`src/rtl/alu_input_ctrl_if.sv`:
```
// alu_input_ctrl_if: switch/button inputs, ALU feedback and registered operand outputs of alu_input_ctrl
interface alu_input_ctrl_if #(parameter int N = 4);
  logic [N-1:0] sw;
  logic         btn_next;
  logic         btn_sum;
  logic         btn_subt;
  logic [N-1:0] alu_result;
  logic         alu_carry;
  logic [N-1:0] a;
  logic [N-1:0] b;
  logic [2:0]   op;
  logic         op_sum;
  logic         op_subt;
  logic [N-1:0] result_q;
  logic         carry_q;
  logic         valid;
  logic [2:0]   state;
  modport slave (
    input  sw, btn_next, btn_sum, btn_subt, alu_result, alu_carry,
    output a, b, op, op_sum, op_subt, result_q, carry_q, valid, state
  );
  modport master (
    output sw, btn_next, btn_sum, btn_subt, alu_result, alu_carry,
    input  a, b, op, op_sum, op_subt, result_q, carry_q, valid, state
  );
endinterface

```
`src/rtl/alu_input_ctrl.sv`:
```
// alu_input_ctrl: button-driven operand/opcode entry FSM that feeds an ALU and captures its result.
// Optional debounce filtering is enabled by defining ALU_INPUT_CTRL_DEBOUNCE_EN.
module alu_input_ctrl #(
  parameter int N         = 4,
  parameter int DB_CYCLES = 16
) (
  input logic           clk,
  input logic           rst,
  alu_input_ctrl_if.slave bus
);
  localparam logic [2:0] LOAD_A  = 3'd0;
  localparam logic [2:0] LOAD_B  = 3'd1;
  localparam logic [2:0] LOAD_OP = 3'd2;
  localparam logic [2:0] EXEC    = 3'd3;
  localparam logic [2:0] SHOW    = 3'd4;
  logic [2:0]   raw, sync1, sync2, level, prev, armed, ev;
  logic [1:0]   fill;
  logic         ev_next, ev_sum, ev_subt;
  logic [2:0]   st;
  logic [N-1:0] a_q, b_q, res_q;
  logic [2:0]   op_q;
  logic         sum_q, subt_q, carry_q, valid_q;
  assign raw = {bus.btn_subt, bus.btn_sum, bus.btn_next};
  // a button is armed only once it has been seen released after reset, so a press held through reset is ignored
  always_ff @(posedge clk or posedge rst) begin
    if (rst) begin
      sync1 <= '1;
      sync2 <= '1;
      prev  <= '1;
      armed <= '0;
      fill  <= '0;
    end else begin
      sync1 <= raw;
      sync2 <= sync1;
      prev  <= level;
      fill  <= {fill[0], 1'b1};
      armed <= armed | ({3{fill[1]}} & sync2);
    end
  end
`ifdef ALU_INPUT_CTRL_DEBOUNCE_EN
  localparam int CW = $clog2(DB_CYCLES + 1);
  localparam logic [CW-1:0] DB_MAX = CW'(DB_CYCLES - 1);
  for (genvar i = 0; i < 3; i++) begin : g_db
    logic          d;
    logic [CW-1:0] cnt;
    always_ff @(posedge clk or posedge rst) begin
      if (rst) begin
        d   <= 1'b1;
        cnt <= '0;
      end else if (sync2[i] == d) begin
        cnt <= '0;
      end else if (cnt == DB_MAX) begin
        d   <= sync2[i];
        cnt <= '0;
      end else begin
        cnt <= cnt + 1'b1;
      end
    end
    assign level[i] = d;
  end
`else
  assign level = sync2;
`endif
  assign ev      = armed & prev & ~level;
  assign ev_next = ev == 3'b001;
  assign ev_sum  = ev == 3'b010;
  assign ev_subt = ev == 3'b100;
  always_ff @(posedge clk or posedge rst) begin
    if (rst) begin
      st      <= LOAD_A;
      a_q     <= '0;
      b_q     <= '0;
      op_q    <= '0;
      sum_q   <= 1'b0;
      subt_q  <= 1'b0;
      res_q   <= '0;
      carry_q <= 1'b0;
      valid_q <= 1'b0;
    end else begin
      case (st)
        LOAD_A: if (ev_next) begin
          a_q <= bus.sw;
          st  <= LOAD_B;
        end
        LOAD_B: if (ev_next) begin
          b_q <= bus.sw;
          st  <= LOAD_OP;
        end
        LOAD_OP: if (ev_next || ev_sum || ev_subt) begin
          op_q   <= ev_next ? bus.sw[2:0] : op_q;
          sum_q  <= ev_sum;
          subt_q <= ev_subt;
          st     <= EXEC;
        end
        EXEC: begin
          res_q   <= bus.alu_result;
          carry_q <= bus.alu_carry;
          valid_q <= 1'b1;
          st      <= SHOW;
        end
        SHOW: if (ev_next) begin
          valid_q <= 1'b0;
          st      <= LOAD_A;
        end
        default: st <= LOAD_A;
      endcase
    end
  end
  assign bus.a        = a_q;
  assign bus.b        = b_q;
  assign bus.op       = op_q;
  assign bus.op_sum   = sum_q;
  assign bus.op_subt  = subt_q;
  assign bus.result_q = res_q;
  assign bus.carry_q  = carry_q;
  assign bus.valid    = valid_q;
  assign bus.state    = st;
endmodule

```
`src/flat_wrapper.sv`:
```
// flat-port wrapper written by rule: the top's interface ports become plain ports
module alu_input_ctrl_flat 
#(
  parameter int N         = 4,
  parameter int DB_CYCLES = 16
)
  (clk, rst, bus_sw, bus_btn_next, bus_btn_sum, bus_btn_subt, bus_alu_result, bus_alu_carry, bus_a, bus_b, bus_op, bus_op_sum, bus_op_subt, bus_result_q, bus_carry_q, bus_valid, bus_state);
  alu_input_ctrl_if #(.N(N)) bus_i ();
  input logic clk;
  input logic rst;
  input wire logic [$bits(bus_i.sw)-1:0] bus_sw;
  input wire logic [$bits(bus_i.btn_next)-1:0] bus_btn_next;
  input wire logic [$bits(bus_i.btn_sum)-1:0] bus_btn_sum;
  input wire logic [$bits(bus_i.btn_subt)-1:0] bus_btn_subt;
  input wire logic [$bits(bus_i.alu_result)-1:0] bus_alu_result;
  input wire logic [$bits(bus_i.alu_carry)-1:0] bus_alu_carry;
  output wire logic [$bits(bus_i.a)-1:0] bus_a;
  output wire logic [$bits(bus_i.b)-1:0] bus_b;
  output wire logic [$bits(bus_i.op)-1:0] bus_op;
  output wire logic [$bits(bus_i.op_sum)-1:0] bus_op_sum;
  output wire logic [$bits(bus_i.op_subt)-1:0] bus_op_subt;
  output wire logic [$bits(bus_i.result_q)-1:0] bus_result_q;
  output wire logic [$bits(bus_i.carry_q)-1:0] bus_carry_q;
  output wire logic [$bits(bus_i.valid)-1:0] bus_valid;
  output wire logic [$bits(bus_i.state)-1:0] bus_state;
  assign bus_i.sw = bus_sw;
  assign bus_i.btn_next = bus_btn_next;
  assign bus_i.btn_sum = bus_btn_sum;
  assign bus_i.btn_subt = bus_btn_subt;
  assign bus_i.alu_result = bus_alu_result;
  assign bus_i.alu_carry = bus_alu_carry;
  assign bus_a = bus_i.a;
  assign bus_b = bus_i.b;
  assign bus_op = bus_i.op;
  assign bus_op_sum = bus_i.op_sum;
  assign bus_op_subt = bus_i.op_subt;
  assign bus_result_q = bus_i.result_q;
  assign bus_carry_q = bus_i.carry_q;
  assign bus_valid = bus_i.valid;
  assign bus_state = bus_i.state;
  alu_input_ctrl #(.N(N), .DB_CYCLES(DB_CYCLES)) u_core (.clk(clk), .rst(rst), .bus(bus_i));
endmodule
```
`config.mk`:
```
export PLATFORM = sky130hd
export DESIGN_NAME = alu_input_ctrl_flat
export DESIGN_NICKNAME = d
export VERILOG_FILES = /design/src/rtl/alu_input_ctrl_if.sv /design/src/rtl/alu_input_ctrl.sv /design/src/flat_wrapper.sv
export SDC_FILE = /design/constraint.sdc
export NUM_CORES = 1
export LEC_CHECK = 0
export BUFFER_PORTS_ARGS = -buffer_cell sky130_fd_sc_hd__clkbuf_2
export CAP_MARGIN = 20
export CORE_UTILIZATION = 55
export DETAILED_ROUTE_END_ITERATION = 8
export PLACE_DENSITY_LB_ADDON = 0.25
export SLEW_MARGIN = 5
export SYNTH_ARGS = -nofsm -noshare
export SYNTH_HDL_FRONTEND = slang
export SYNTH_SLANG_ARGS = --single-unit
```
`constraint.sdc`:
```
create_clock -name clk -period 3.2 [get_ports clk]
set_input_delay 0.16 -clock clk [delete_from_list [all_inputs] [get_ports clk]]
set_output_delay 0.16 -clock clk [all_outputs]
set_load 0.03 [all_outputs]
```
Word level (Yosys, flattened, before mapping)
Index checks and enable logic that the tools add are counted.
W data, S select, Z words.
Word-level totals
  input bits: 14
  output and inout port bits: 22
  bits in registers: 36
  word-level logic and storage cells: 47
Operators by class
  mux-type cells: 7
  reduce and logical (&&, ||, !) cells: 10
  bitwise logic cells: 5
  eq/ne operators: 11
Operators with widths (count)
  $pmux W3 S5: 1
  $mux W3: 4
  $and A3 B3 Y3: 3
  $eq A3 B2 Y1 const B: 3
  $ne A2 B1 Y1 const B: 4
  $reduce_and A2 Y1: 4
  $eq A3 B1 Y1 const B: 2
  $eq A3 B3 Y1 const B: 2
  $reduce_and A4 Y1: 1
  $logic_not A3 Y1: 1
  $not A3 Y3: 1
  $or A3 B3 Y3: 1
  $reduce_and A3 Y1: 1
  $logic_or A1 B1 Y1: 2
  $pmux W1 S2: 1
  $reduce_bool A2 Y1: 1
  $mux W1: 1

Logic depth before layout (Yosys ltp)
Gate-level depths: netlist (run 1).
  depth in word-level cells: 7
  mapped depth: 4

Worst setup path before layout (run 1)
OpenSTA, ideal clock, no wires.
  path type: flip-flop to flip-flop
  start point: register u_core.st[0] (netlist: u_core.bus.state[0])
  end point: register u_core.op_q[0] (netlist: u_core.bus.op[0])
  slack: 1630 ps
  path buffers: 1
  cell stages (with the launch flop): 5
  data arrival time: 1445 ps
  period minus slack after synthesis: 1570 ps
  library setup time: 125 ps
  path through: dfrtp_1 > buf_4 > nor3b_4 > nand4_4 > mux2_4
Between the ends
  word-level cells in the longest chain between the ends: 2
RTL lines
  start: declaration: RTL line alu_input_ctrl.sv:19  | logic [2:0] st;
  start signal: assignment: RTL line alu_input_ctrl.sv:70  | st <= LOAD_A;
  start signal: assignment: RTL line alu_input_ctrl.sv:83  | st <= LOAD_B;
  start signal: assignment: RTL line alu_input_ctrl.sv:87  | st <= LOAD_OP;
  $eq A3 B2 Y1: RTL line alu_input_ctrl.sv:80  | case (st)
  $reduce_and A3 Y1 (no line)
  end signal: assignment: RTL line alu_input_ctrl.sv:90  | op_q <= ev_next ? bus.sw[2:0] : op_q;
  end: declaration: RTL line alu_input_ctrl.sv:21  | logic [2:0] op_q;
No other way between the ends.
A chain may end at the register's enable or synchronous reset.

Final worst setup path (run 1)
  start point: register u_core.prev[0]
  end point: register u_core.b_q[2] (netlist: u_core.bus.b[2])
Between the ends
  word-level cells in the longest chain between the ends: 4
RTL lines
  start: declaration: RTL line alu_input_ctrl.sv:16  | logic [2:0] raw, sync1, sync2, level, prev, armed, ev;
  start signal: assignment: RTL line alu_input_ctrl.sv:35  | prev <= level;
  $and A3 B3 Y3 (2 in series): RTL line alu_input_ctrl.sv:64  | assign ev = armed & prev & ~level;
  $eq A3 B1 Y1: RTL line alu_input_ctrl.sv:65  | assign ev_next = ev == 3'b001;
  $reduce_and A2 Y1 (no line)
  end signal: assignment: RTL line alu_input_ctrl.sv:86  | b_q <= bus.sw;
  end: declaration: RTL line alu_input_ctrl.sv:20  | logic [N-1:0] a_q, b_q, res_q;
No other way between the ends.

==> results of run 1 <==
==> worst max-delay path: stages, from the launching register on <==
cell	delay, ns
dfstp_2	0.54
and3b_1	0.28
nand4_1	0.26
mux2_1	0.39
==> where the power goes <==
group	switching, uW	internal [uW]	total, uW
Sequential	112	597	708
Combinational	428	245	673
Clock	141	164	305
==> registers in the layout, summed over array words and instances, names as in the netlist <==
register,count
u_core.bus.result_q,4
u_core.bus.op_sum,1
u_core.bus.op_subt,1
u_core.bus.op,3
u_core.armed,3
u_core.bus.carry_q,1
u_core.bus.valid,1
u_core.sync1,3
u_core.fill,2
u_core.bus.b,4
u_core.level,3
u_core.bus.state,3
u_core.bus.a,4
u_core.prev,3
==> layer usage <==
layer	share of wire, %	global-route usage, %	up-vias	wire [um]
li1	-	-	443	-
met1	43	25.7	453	1140
met2	49	34.8	32	1280
met3	4.7	6.61	11	123
met4	3.4	12.7	0	91
met5	0	0	-	0
==> layout make-up <==
cell class / instances / share of cell area (%)
flip-flops and latches: 36 / 51.8
multi-input cells: 58 / 28.9
repair buffers: 40 / 12.6
clock buffers: 6 / 2.34
well taps: 30 / 2.13
clock inverters: 2 / 1.99
inverters: 1 / 0.213
==> per-stage QoR <==
stage / instances / worst slack, ns / area, um2 / hold WS (ns) / total power [uW]
3_5_place_dp: 161 / 1.64 / 1650 / 0.249 / 1390
3_3_place_gp: 161 / 1.71 / 1650 / 0.248 / 1360
4_1_cts: 173 / 1.63 / 1760 / 0.0454 / 1700
5_1_grt: 173 / 1.55 / 1760 / 0.0496 / 1780
2_1_floorplan: 97 / 1.63 / 1440 / 0.164 / 1190
6_report: 173 / 1.62 / 1760 / 0.0527 / 1690
==> worst min-delay path by stage <==
stage,slack (ns),cells past startpoint,end
after floorplan,0.16,0,u_core.sync1[0]
after global placement,0.25,3,u_core.bus.carry_q
after detailed placement,0.25,1,u_core.sync1[0]
after CTS,0.05,2,u_core.bus.result_q[1]
after global routing,0.05,2,u_core.bus.b[3]
final,0.05,2,u_core.bus.result_q[1]
==> cells by family (layout without fill, tap and decap cells) <==
logic type,Yosys count,after routing
buf+inv,3,49
xor+xnor,1,1
other cells,1,1
simple gates,25,25
compound gates,15,15
flops,36,36
mux,16,16
==> Yosys cell counts <==
library cell,count,area [um2]
buf_4,1,7.51
xnor2_1,1,8.76
a21o_1,3,22.5
nor3b_4,1,18.8
mux2_1,5,56.3
mux2_4,3,45.0
a31oi_1,1,6.26
nor3b_2,1,12.5
dfstp_2,9,236
o21ai_0,1,5.00
dfrtp_1,27,676
mux2_2,8,90.1
nand3b_2,1,11.3
o211ai_1,3,22.5
a21oi_1,4,20.0
nor2b_2,1,8.76
nand3b_4,1,20.0
inv_1,1,3.75
or2b_1,1,7.51
and3b_1,3,26.3
and2b_2,1,8.76
nand4_1,4,25.0
o2bb2ai_1,2,17.5
nor2_1,2,7.51
nand3b_1,1,7.51
nand2_1,5,18.8
buf_2,1,5.00
nor3_1,2,10.0
conb_1,1,3.75
nand4_4,1,21.3
o31ai_1,1,7.51
==> summary.md, run 1 <==
| Metric | Value |
|---|---|
| Port-buffer cells | `35` |
| # fillers | `between 150 and 200` |
| Global route total overflow | `0` |
| Placer Congestion | `between 0.7 and 0.8` |
| Via Count | `939` |
| Ys Warns | `0` |
| Reg2Reg Setup Slack | `between 1.5 and 2 ns` |
| Adder-cell share of the synthesized area | `0%` |
| Nets@finish | `156` |
| Status | `finished, final reports clean` |
| Xor/xnor share of the synthesized area | `0.609%` |
| Compound-cell area share of the yosys netlist | `between 7 and 8%` |
| Fmax | `roughly 0.63 GHz` |
| Hold Buf Count CTS | `4` |
| Cts bufs inserted | `5` |
| Final setup fails | `0` |
| CP Max Fanout | `5` |
| Ports | `36` |
| Starting DRT DRC Count | `4` |
| Setup bufs post-CTS | `0` |
| Die Y | `around 53 um` |
| VDD IR-drop max | `a little over 0.0007 V` |
| DIE AREA | `2820 um2` |
| Vias in the first global route | `909` |
| WL/cell | `15.3 um` |
| Slew Limit Fails | `0` |
| Largest family of logic cells by synthesized area | `simple AND/OR/NAND/NOR gates` |
| Reg area | `just over 900 um2` |
| Worst-path clk slew | `~0.10 ns` |
| WS Path Type | `register to register` |
| Via/cell ratio | `5.43` |
| Latest clock arrival within the worst-skew pair | `roughly 0.33 ns` |
| First-pass GRT wire length | `just over 4 mm` |
| # DRC | `0` |
| Root buf cell | `clkbuf_4` |
| CP Launch Type | `register` |
| Synth unique cells | `31` |
| Layout area overhead | `22.5%` |
| Die width | `approximately 53 um` |
| Critical Path RT | `around 3.4 ns` |
| Syn_nets | `roughly 110` |
| Largest net degree at the start of global routing | `37` |
| Final WL | `roughly 2.6 mm` |
| Worst setup EP type | `register` |
| N_diodes | `0` |
| Core ar. | `2480 um2` |
| PwrDens | `between 900 and 1000 nW/um2` |
| Final Hold Fails | `0` |
| Final Util | `a little under three quarters` |
| RR Startpoint | `u_core.prev[0]` |
| Skew final | `~0.0040 ns` |
| Worst Hold Class | `primary input to register` |
| Max cap viols | `0` |
| CTS tree | `yes` |
| Crit path DAT | `1.80 ns` |
| RSZ-0062 raised after global routing | `no` |
| End point of the critical path | `u_core.bus.b[2]` |
| Router iterations before antenna repair | `4` |
| Initial Util | `around 58%` |
| Leakage power | `between 0.0008 and 0.0009 uW` |
| Syn Area/Cell | `14.8 um2` |
| Multi-input gate area | `between 500 and 600 um2` |
| Post-synthesis mux area share | `13.3%` |
| Initial antenna violation count | `0` |
| Hold path start | `bus_alu_result[1]` |
| Reg2Reg Depth | `3` |
| Sequential share of the synthesized area | `a little under two thirds` |
| Final worst-path cycle share | `about half` |
| GR Util All Layers | `21.8%` |
| Post-synthesis simple-gate area fraction | `about 14%` |
| Post-CTS resize count | `0` |
| Post-Synthesis Cell Area | `between 1000 and 1500 um2` |
| Post-DRT Antenna Nets | `0` |
| #FFs+latches synth | `36` |
| Cells after Synth | `97` |
| TNS Setup | `0 ns` |
| Row count | `18` |
| H-Tree Level Count | `2` |
| Worst Setup SP | `u_core.prev[0]` |
| Commonest non-fill, non-tap cell in the layout | `clkbuf_2` |
| CTS sink cnt | `36` |
| HPWL Detailed | `about 1.9 mm` |
| Commonest non-fill, non-tap cells in the layout | `35 x clkbuf_2, 27 x dfrtp_1, 9 x dfstp_2` |
| Final min period | `1.58 ns` |
| Layout cells sized above 1 | `around half` |
| FF-to-FF End | `u_core.bus.b[2]` |
| Clock buffer depth | `2` |
Power figures use the tool's default switching activity.
==> run 2: changes to the inputs <==
--- a/config.mk
+++ b/config.mk
@@ -7,7 +7,7 @@
 export LEC_CHECK = 0
 export BUFFER_PORTS_ARGS = -buffer_cell sky130_fd_sc_hd__clkbuf_2
 export CAP_MARGIN = 20
-export CORE_UTILIZATION = 55
+export CORE_UTILIZATION = 46
 export DETAILED_ROUTE_END_ITERATION = 8
 export PLACE_DENSITY_LB_ADDON = 0.25
 export SLEW_MARGIN = 5
==> constraint.sdc (replaced) <==
create_clock -name clk -period 1.35 [get_ports clk]
set_input_delay 0.0675 -clock clk [delete_from_list [all_inputs] [get_ports clk]]
set_output_delay 0.0675 -clock clk [all_outputs]
set_load 0.03 [all_outputs]
==> run 2 against run 1 <==
The run now ends with DRC, setup timing left; hold slack improved by 0.28 ns; routed wire length increased by 8.9%; clock skew increased by 0.0070 ns; first-iteration DRC count increased to 6.8 times the previous value; register-to-register slack got worse by 1.7 ns; sequential power increased by 130%; sequential cell count unchanged; critical endpoint is now u_core.bus.a[1].
==> summary.md, run 2 (synthesis gave the netlist of run 1 again) <==
| Metric | Value |
|---|---|
| Top delay family on crit path | `flip-flops (unchanged)` |
| Finished Cell Area | `2060 um2 (was 1760 um2)` |
| WS Path Type | `register to register (unchanged)` |
| Pint | `2630 uW (was 1010 uW)` |
| RSZ-0062 raised after global routing | `yes (was no)` |
| WL/cell | `14.3 um (was 15.3 um)` |
| Via/cell ratio | `5.10 (was 5.43)` |
| First-pass GRT wire length | `4.93 mm (was 4.12 mm)` |
| Area post-placement | `1760 um2 (was 1650 um2)` |
| Fmax | `0.683 GHz (was 0.632 GHz)` |
| Cts bufs inserted | `5 (unchanged)` |
| Global route total overflow | `0 (unchanged)` |
| Fraction of power consumed by combinational cells | `43.9% (was 39.9%)` |
| Inst Count DP | `177 (was 161)` |
| GR Util All Layers | `20.8% (was 21.8%)` |
| Layout cells sized above 1 | `59.4% (was 49.0%)` |
| # DRC | `2 (was 0)` |
| Final WL | `2.87 mm (was 2.64 mm)` |
| Final setup fails | `12 (was 0)` |
| N_diodes | `0 (unchanged)` |
| Switch Pwr | `1710 uW (was 681 uW)` |
| Row count | `19 (was 18)` |
| Largest net degree at the start of global routing | `37 (unchanged)` |
| Leakage power | `0.000973 uW (was 0.000809 uW)` |
| Commonest non-fill, non-tap cell in the layout | `clkbuf_2 (unchanged)` |
| Final Util | `72.1% (was 71.1%)` |
| Critical Path RT | `1.60 ns (was 3.42 ns)` |
| # fillers | `213 (was 183)` |
| Initial antenna violation count | `0 (unchanged)` |
| Max cap viols | `0 (unchanged)` |
| VDD IR-drop max | `0.00146 V (was 0.000717 V)` |
| CP peak stage delay | `0.55 ns (was 0.54 ns)` |
| Layout area overhead | `43.0% (was 22.5%)` |
| Sw frac | `39.4% (was 40.4%)` |
| PwrDens | `2110 nW/um2 (was 957 nW/um2)` |
| Worst-path clk slew | `0.12 ns (was 0.10 ns)` |
| Crit path DAT | `1.71 ns (was 1.80 ns)` |
| Buf+Inv Stages, Crit Path | `0 (unchanged)` |
| Placer Congestion | `0.866 (was 0.778)` |
| Port-buffer cells | `35 (unchanged)` |
| Final Worst Setup Slack | `-0.114 ns (was 1.62 ns)` |
| Final worst-path cycle share | `108% (was 49.4%)` |
| Clock buffer depth | `2 (unchanged)` |
| Core ar. | `2850 um2 (was 2480 um2)` |
| Die Y | `57.9 um (was 53.1 um)` |
| Vias in the first global route | `1102 (was 909)` |
| Slowest CP cell | `dfstp_2 (unchanged)` |
| Final Hold Fails | `0 (unchanged)` |
| HPWL Detailed | `2.06 mm (was 1.88 mm)` |
| CP Launch Type | `register (unchanged)` |
| Sequential power share | `38.2% (was 42.0%)` |
| Router iterations before antenna repair | `6 (was 4)` |
| Worst Hold Class | `primary input to register (unchanged)` |
| Status | `finished, violations left (was finished, final reports clean)` |
| Commonest non-fill, non-tap cells in the layout | `35 x clkbuf_2, 24 x dfrtp_1, 16 x buf_4 (was 35 x clkbuf_2, 27 x dfrtp_1, 9 x dfstp_2)` |
| Dpl ws | `-0.0984 ns (was 1.64 ns)` |
| Die width | `57.9 um (was 53.1 um)` |
| CTS sink cnt | `36 (unchanged)` |
| DIE AREA | `3350 um2 (was 2820 um2)` |
| CP Max Fanout | `4 (was 5)` |
| Worst setup EP type | `register (unchanged)` |
| Initial Util | `50.4% (was 58.0%)` |
| Starting DRT DRC Count | `27 (was 4)` |
| Skew final | `0.0110 ns (was 0.00396 ns)` |
| Slew Limit Fails | `0 (unchanged)` |
| Clock network power share | `17.9% (was 18.1%)` |
| Latest clock arrival within the worst-skew pair | `0.36 ns (was 0.33 ns)` |
| CTS tree | `yes (unchanged)` |
| Nets@finish | `183 (was 156)` |
| Ports | `36 (unchanged)` |
| Final min period | `1.46 ns (was 1.58 ns)` |
| Cells along the critical path | `and3b_2, nand4_1, mux2_2 (was and3b_1, nand4_1, mux2_1)` |
| H-Tree Level Count | `2 (unchanged)` |
| Post-Layout Cell Count | `201 (was 173)` |
| Post-DRT Antenna Nets | `0 (unchanged)` |
| Failing checks | `DRC, setup timing` |
| Root buf cell | `clkbuf_4 (unchanged)` |
| Via Count | `1026 (was 939)` |
## run 2: cell count changes in the layout (fill, tap and decap cells not counted), moves of 3 or more
| cell | change |
|---|---|
| buf_4 | +15 |
| buf_6 | +3 |
| dfrtp_1 | -3 |
| dfrtp_2 | +3 |
| dlygate4sd3_1 | +9 |
| mux2_1 | -5 |
| mux2_4 | +5 |
## run 2: metal layers
metal  GRT usage (%)  part of all wire (%)  wire length (um)
met1            23.3                    39              1120
met4            11.2                   3.0                85
met2            34.2                    53              1530
met5               0                     0                 0
met3            8.04                   4.8               138
## run 2: power by group through the flow
| stage | clock network [uW] | logic [uW] | registers [uW] |
|---|---|---|---|
| 5_1_grt | 848 | 2030 | 1710 |
| 4_1_cts | 794 | 1850 | 1660 |
| 3_5_place_dp | 0 | 1750 | 1670 |
| 3_3_place_gp | 0 | 1700 | 1650 |
| 2_1_floorplan | 0 | 622 | 2250 |
| 6_report | 778 | 1910 | 1660 |
## run 2: area by class of cell
type                       count  area [um2]  share of cell area [%]
sequential                    36         916                    44.6
multi-input combinational     58         554                    27.0
timing repair buffer          67         459                    22.3
clock inverter                 3        46.3                    2.25
tap                           31        38.8                    1.89
clock buffer                   5        37.5                    1.83
inverter                       1        3.75                   0.183
## run 2: worst paths after layout
path,startpoint,to,slack [ns],depth (start not counted)
setup / recovery,u_core.level[0],u_core.bus.a[1],-0.11,3
hold / removal,bus_btn_sum,u_core.sync1[1],0.33,2
setup reg to reg,u_core.level[0],u_core.bus.a[1],-0.11,3
hold reg to reg,u_core.sync1[0],u_core.level[0],0.36,0
max in group asynchronous,rst,u_core.bus.state[2],0.67,4
min in group asynchronous,rst,u_core.armed[0],0.34,4
## run 2: timing repair
action                                 CTS  global route
buffers inserted                         2             1
setup endpoints to repair               20            21
pin swaps                                3             9
resized for setup                        9             5
endpoints found under the hold margin   46             0
gates cloned                             0             0
hold buffers                            13             0
## run 2: through the flow
stage	TNS (ns)	total power, uW	hold WS (ns)
final	-0.924	4340	0.332
after detailed placement	-0.986	3420	0.159
after floorplan	-1.07	2870	0.0720
after CTS	-1.01	4310	0.318
after global routing	-1.81	4590	0.315
after global placement	-0.685	3350	0.157
